File: src/rtl/counter_pkg.sv
// Shared constants for the modulo counter family and a clog2 helper for callers
// that derive a counter width from a modulus.
package counter_pkg;

    localparam logic DIR_UP = 1'b1;
    localparam logic DIR_DN = 1'b0;

    localparam int MODE_WRAP = 0;
    localparam int MODE_SAT  = 1;

    // Bits needed to hold values 0..value-1; returns 0 for value <= 1.
    function automatic int clog2(input longint unsigned value);
        longint unsigned v;
        int              r;
        v = (value > 1) ? value - 1 : 0;
        r = 0;
        while (v > 0) begin
            r++;
            v = v >> 1;
        end
        return r;
    endfunction

endpackage

File: src/rtl/mod_counter_next.sv
// Combinational next-count logic for the modulo counter: step, boundary detect and wrap.
// Zero latency; no flow control, the caller decides whether next_q is taken.
module mod_counter_next
    import counter_pkg::*;
#(
    parameter int unsigned     WIDTH    = 4,
    parameter longint unsigned MODULUS  = 16,
    parameter int              SATURATE = MODE_WRAP
) (
    input  logic [WIDTH-1:0] q,
    input  logic             up_dn,
    input  logic             en,
    output logic [WIDTH-1:0] next_q,
    output logic             at_boundary,
    output logic             wrap_next
);

    localparam logic [WIDTH:0]   MOD_EXT = (WIDTH+1)'(MODULUS);
    localparam logic [WIDTH-1:0] TOP_VAL = WIDTH'(MODULUS - 1);

    logic [WIDTH:0] q_ext;
    logic [WIDTH:0] inc;
    logic [WIDTH:0] dec;

    // Up boundary: q+1 reaches MODULUS. Down boundary: q-1 borrows out of WIDTH bits.
    always_comb begin
        q_ext       = {1'b0, q};
        inc         = q_ext + 1'b1;
        dec         = q_ext - 1'b1;
        at_boundary = (up_dn == DIR_UP) ? (inc == MOD_EXT) : dec[WIDTH];
        next_q      = q;
        wrap_next   = 1'b0;
        if (en) begin
            if (!at_boundary) begin
                next_q = (up_dn == DIR_UP) ? inc[WIDTH-1:0] : dec[WIDTH-1:0];
            end else if (SATURATE == MODE_WRAP) begin
                next_q    = (up_dn == DIR_UP) ? '0 : TOP_VAL;
                wrap_next = 1'b1;
            end
        end
    end

endmodule

File: src/rtl/mod_updown_counter.sv
// Up/down modulo counter with load, wrap/saturate and cascade tc; optional sticky
// overflow flag under MOD_UPDOWN_COUNTER_OVF_EN. q/wrap one cycle, tc combinational.
module mod_updown_counter
    import counter_pkg::*;
#(
    parameter int unsigned     WIDTH     = 4,
    parameter longint unsigned MODULUS   = 16,
    parameter int              SATURATE  = MODE_WRAP,
    parameter longint unsigned RESET_VAL = 0
) (
    input  logic             clk,
    input  logic             reset,
    input  logic             en,
    input  logic             up_dn,
    input  logic             load,
    input  logic [WIDTH-1:0] load_val,
    output logic [WIDTH-1:0] q,
    output logic             tc,
    output logic             wrap
`ifdef MOD_UPDOWN_COUNTER_OVF_EN
    ,
    output logic             ovf
`endif
);

    if (WIDTH < 1 || WIDTH > 32) begin : g_bad_width
        $error("mod_updown_counter: WIDTH must be 1..32");
    end
    if (MODULUS < 2 || MODULUS > (64'd1 << WIDTH)) begin : g_bad_modulus
        $error("mod_updown_counter: MODULUS must be 2..2**WIDTH");
    end
    if (RESET_VAL >= MODULUS) begin : g_bad_reset_val
        $error("mod_updown_counter: RESET_VAL must be below MODULUS");
    end

    localparam logic [WIDTH:0]   MOD_EXT = (WIDTH+1)'(MODULUS);
    localparam logic [WIDTH-1:0] TOP_VAL = WIDTH'(MODULUS - 1);
    localparam logic [WIDTH-1:0] RST_VAL = WIDTH'(RESET_VAL);

    logic [WIDTH-1:0] count_q, count_d;
    logic             wrap_q, wrap_d;
    logic [WIDTH-1:0] next_q;
    logic             at_boundary;
    logic             wrap_next;
    logic [WIDTH-1:0] load_clamped;

    mod_counter_next #(
        .WIDTH   (WIDTH),
        .MODULUS (MODULUS),
        .SATURATE(SATURATE)
    ) u_next (
        .q          (count_q),
        .up_dn      (up_dn),
        .en         (en),
        .next_q     (next_q),
        .at_boundary(at_boundary),
        .wrap_next  (wrap_next)
    );

    always_comb begin
        load_clamped = ({1'b0, load_val} < MOD_EXT) ? load_val : TOP_VAL;
        count_d      = count_q;
        wrap_d       = 1'b0;
        if (load) begin
            count_d = load_clamped;
        end else if (en) begin
            count_d = next_q;
            wrap_d  = wrap_next;
        end
    end

    always_ff @(posedge clk) begin
        if (reset) begin
            count_q <= RST_VAL;
            wrap_q  <= 1'b0;
        end else begin
            count_q <= count_d;
            wrap_q  <= wrap_d;
        end
    end

    // Deliberately not gated by load/reset: the next stage applies its own priority.
    assign tc   = en & at_boundary;
    assign q    = count_q;
    assign wrap = wrap_q;

`ifdef MOD_UPDOWN_COUNTER_OVF_EN
    logic ovf_q, ovf_d;

    // An enabled step at the boundary is either a wrap or a saturated hold.
    always_comb begin
        ovf_d = load ? 1'b0 : (ovf_q | (en & at_boundary));
    end

    always_ff @(posedge clk) begin
        if (reset) begin
            ovf_q <= 1'b0;
        end else begin
            ovf_q <= ovf_d;
        end
    end

    assign ovf = ovf_q;
`endif

endmodule

File: config.mk
export PLATFORM = sky130hd
export DESIGN_NAME = mod_updown_counter
export DESIGN_NICKNAME = d
export VERILOG_FILES = /design/src/rtl/counter_pkg.sv /design/src/rtl/mod_counter_next.sv /design/src/rtl/mod_updown_counter.sv
export SDC_FILE = /design/constraint.sdc
export NUM_CORES = 1
export LEC_CHECK = 0
export CORE_AREA = 5 5 42 44
export CTS_CLUSTER_DIAMETER = 80
export DETAILED_ROUTE_END_ITERATION = 10
export DIE_AREA = 0 0 47 49
export GPL_TIMING_DRIVEN = 0
export PLACE_DENSITY = 0.6
export SYNTH_ARGS = -nofsm -noshare
export SYNTH_HDL_FRONTEND = slang
export SYNTH_HIERARCHICAL = 1
export SYNTH_SLANG_ARGS = --single-unit
File: constraint.sdc
create_clock -name clk -period 2 [get_ports clk]
set_input_delay 0.5 -clock clk [delete_from_list [all_inputs] [get_ports clk]]
set_output_delay 0.5 -clock clk [all_outputs]
set_load 0.05 [all_outputs]
Word level (Yosys, flattened, before mapping)
Cells that the tools add are included.
Widths: inputs -> output; s select.

word-level totals
  input port bits = 9
  register bits = 5
  logic and storage cells = 16

cells by class
  add/subtract/negate cells = 2
  bitwise logic cells = 2
  reductions and logical operators = 2
  muxes and demuxes = 7
  eq/ne operators = 1

operator list
  operator             number
  $mux 4               5
  $add 4x1->5 const B  1
  $eq 5x5->1 const B   1
  $sub 4x1->5 const B  1
  $reduce_or 3->1      1
  $mux 1               2
  $reduce_bool 2->1    1
  $and 1x1->1          1
  $not 1->1            1

Logic depth before layout (Yosys ltp)
  depth after elaboration = 6
  mapped depth = 7

By module
The synthesis kept the hierarchy.

by module, submodules not included
  module              cells an instance  seq. area each (um^2)  instances  area an instance (um^2)
  mod_updown_counter  21                 100.1                  1          226.5
  mod_counter_next    25                 0.0                    1          182.7

Worst setup path after synthesis
Ideal clock, no wire load.

  path type = register to output
  from = register count_q[0] (netlist: q[0])
  to = output tc
  arrival time = 1.815 ns
  cell stages (with the launch flop) = 6
  slack = -0.315 ns
  cells stage by stage = dfxtp_1 inv_1 ha_1 or4b_4 o21ai_2 and2_1

between the ends
  cells in the longest elaborated chain, start to end = 4

RTL lines
  item                      RTL line                  RTL
  start: declaration        mod_updown_counter.sv:40  logic [WIDTH-1:0] count_q, count_d;
  start signal: assignment  mod_updown_counter.sv:77  count_q <= count_d;
  $add 4x1->5               mod_counter_next.sv:28    inc = q_ext + 1'b1;
  $eq 5x5->1                mod_counter_next.sv:30    at_boundary = (up_dn == DIR_UP) ? (inc == MOD_EXT) : dec[WIDTH];
  $mux 1 (*)                mod_counter_next.sv:30
  net at_boundary           mod_updown_counter.sv:43  logic at_boundary;
  $and 1x1->1 (*)           mod_updown_counter.sv:83  assign tc = en & at_boundary;
  end: declaration          mod_updown_counter.sv:18  output logic tc,

The timed path passes the listed nets; every way through them passes the cells marked *.

Final worst setup path
Same ends and word-level chain as after synthesis.

==> impl_metrics.ini <==
[synth]
synth_area_um2 = 409
yosysTopAreaCell = dfxtp_1
ys_async_sr_fraction = 0
avgSynthCellArea_um2 = 8.89
synth_cell_types = 24
ys_seq_elements = 5
syn_nets = 58
syn_inst = 46
synth.top_cell.area_share = 0.245
synth_edf_count = 0
ys_warn_count = 6
ys_seq_area_frac = 0.245
synth.area.top_cells = dfxtp_1 24%, mux2i_1 12%, ha_1 9.2%
synth_flop_cell = dfxtp_1

[sta]
fin_crit_sh = 1.05
hold_viol = 0
rsz0062_at_grt = true
final_max_slew_viol_count = 0
setup_slack_ns = -0.105
post-route-min-period_ns = 2.11
max_slew_margin = 0.672
fmax_mhz = 475
finalSetupViolCount = 1
worst_clock_skew_ns = 0.00127
hold_slack_ns = 0.641
tightest_slew_ns = 0.490

[route]
drt_iter0_drc = 8
ant_nets = 0
drt-total-wl_um = 1030
first_pass_iters = 4
drc = 0
vias = 431
viasPerCell = 5.07
wl_per_cell_um = 12.2

[finish]
fin_cells = 85
fin_area_um2 = 664
multiInputGateArea_um2 = 303
seqCellArea_um2 = 108
drive_gt1_frac = 0.304
final_nets = 82
areaGrowthSynthToFinish_pct = 62.4
diodes = 0
fill_cells = 137

[critical_path]
cpMaxStageDelayCell = or4b_4
critPathLaunchType = register
r2r_slack_ns = 0.08
arrival_ns = 1.61
cp.required_ns = 1.50
max_stage_delay_ns = 0.46
end_kind = primary output
crit_type = reg2out
worstPathMaxFanout = 2
crit_chain = inv_4 -> ha_4 -> or4b_4 -> o21ai_2 -> and2_4 -> buf_8

[grt]
grt_max_degree = 8
gr-total-overflow = 0
antenna_found_initial = 0
grt_pass1_wl_um = 1640
grt_usage = 0.0950
grt_pass1_vias = 402

[cts]
cts_root_buf = clkbuf_4
path_clk_slew_ns = 0.04
cts_htree_levels = 1
cts.sinks = 5
hold_buffers = 0
cts_tree = built
cts-buffers-inserted = 3
clk_latency_ns = 0.24
clock_path_buffers = 2

[placed_design]
post-place-ws_ns = -1.06
dpl-instance-area_um2 = 574
place_congestion = 0.688
io_buffer_count = 14
dp.cells = 76
hpwlAfterDp_um = 743

[outcome]
violations = negative setup slack
status = finished, violations left

[die]
die_w_um = 47
dieArea_um2 = 2300
core_area_um2 = 1400
rows = 14
initial_core_util = 0.292
io_pins = 15
die_h_um = 49

[pwr]
p_per_area_nw_per_um2 = 570
leakagePower_nw = 0.294
totalPowerFinal_mw = 0.379
ir_drop_uv = 275

[worst_hold_path]
min_path_type = reg2reg

[flow_run]
maxCapViolations = 0
[per-layer routing]
| metal | routed length [um] | vias up | global-route usage |
|---|---|---|---|
| met2 | 544 | 13 | 0.145 |
| met3 | 56 | 0 | 0.0332 |
| met1 | 432 | 202 | 0.123 |
| met4 | 0 | 0 | 0.0276 |
| met5 | 0 | - | 0 |
| li1 | - | 216 | - |
[synthesized netlist by cell type, types with 2 or more instances]
| library cell | number |
|---|---|
| dfxtp_1 | 5 |
| mux2i_1 | 5 |
| a211oi_1 | 4 |
| inv_1 | 4 |
| nor2b_1 | 4 |
| ha_1 | 3 |
| a31oi_1 | 2 |
| and2_1 | 2 |
| nor2_1 | 2 |
[layout by cell type, fill, tap and decap left out, types with 2 or more instances in the layout]
master / count
dlygate4sd2_1: 4
a31oi_1: 2
clkbuf_4: 3
buf_4: 5
nor2b_1: 4
a211oi_1: 3
dfxtp_4: 2
clkdlybuf4s50_1: 8
ha_1: 2
mux2i_1: 5
inv_1: 2
nor2_1: 2
dfxtp_1: 3
[power by group]
part	total (mW)	switching [mW]	leakage (nW)	internal, mW
Sequential	0.115	0.00861	0.0425	0.107
Clock	0.117	0.0418	0.0150	0.0755
Combinational	0.146	0.0756	0.236	0.0705
[metrics by stage]
stage                     utilization  setup TNS (ns)
after floorplan                     -               0
after CTS                       0.465          -0.117
after detailed placement        0.410           -1.78
final                           0.474          -0.105
after global placement          0.410           -1.69
after global routing            0.474          -0.183
[registers in the layout (all words and copies together), names as in the netlist]
register	cells
q	4
wrap	1
[final timing paths]
check,from,end,depth (start not counted)
worst max-delay path,q[0]$_SDFFE_PP0P_,tc,6
worst min-delay path,q[3]$_SDFFE_PP0P_,q[3]$_SDFFE_PP0P_,2
worst max register to register,q[0]$_SDFFE_PP0P_,q[3]$_SDFFE_PP0P_,9
worst min register to register,q[3]$_SDFFE_PP0P_,q[3]$_SDFFE_PP0P_,2
[kinds of logic (layout without fill, tap and decap cells)]
family / count (synthesis) / after routing / synth area share
and+or+nand+nor: 15 / 15 / 0.239
AOI/OAI and AO/OA: 11 / 11 / 0.196
xor gates and xnor gates: 2 / 2 / 0.0428
adders and majority gates: 3 / 3 / 0.0918
DFF: 5 / 5 / 0.245
buffers and inverters: 5 / 28 / 0.0642
muxes: 5 / 5 / 0.122
[critical path: cells and delay by family (launching register included)]
kind            cells  cell delay, ns
compound gates      1            0.08
flops               1            0.34
simple gates        2            0.62
buf+inv             2            0.19
fa+ha+maj           1            0.12
[area by class of cell]
| cell class | count | area share |
|---|---|---|
| Multi-Input combinational cell | 36 | 0.456 |
| Sequential cell | 5 | 0.162 |
| Tap cell | 16 | 0.0301 |
| Clock buffer | 4 | 0.0395 |
| Buffer | 1 | 0.0169 |
| Inverter | 4 | 0.0264 |
| Timing Repair Buffer | 19 | 0.269 |
[timing repair]
action                                  CTS  global route
hold endpoints to repair                  0             0
cloned                                    0             0
pin swaps                                 1             2
resized for setup                        22             1
endpoints found under the setup margin    4             1
setup buffers                             4             1
Power figures use the tool's default switching activity.
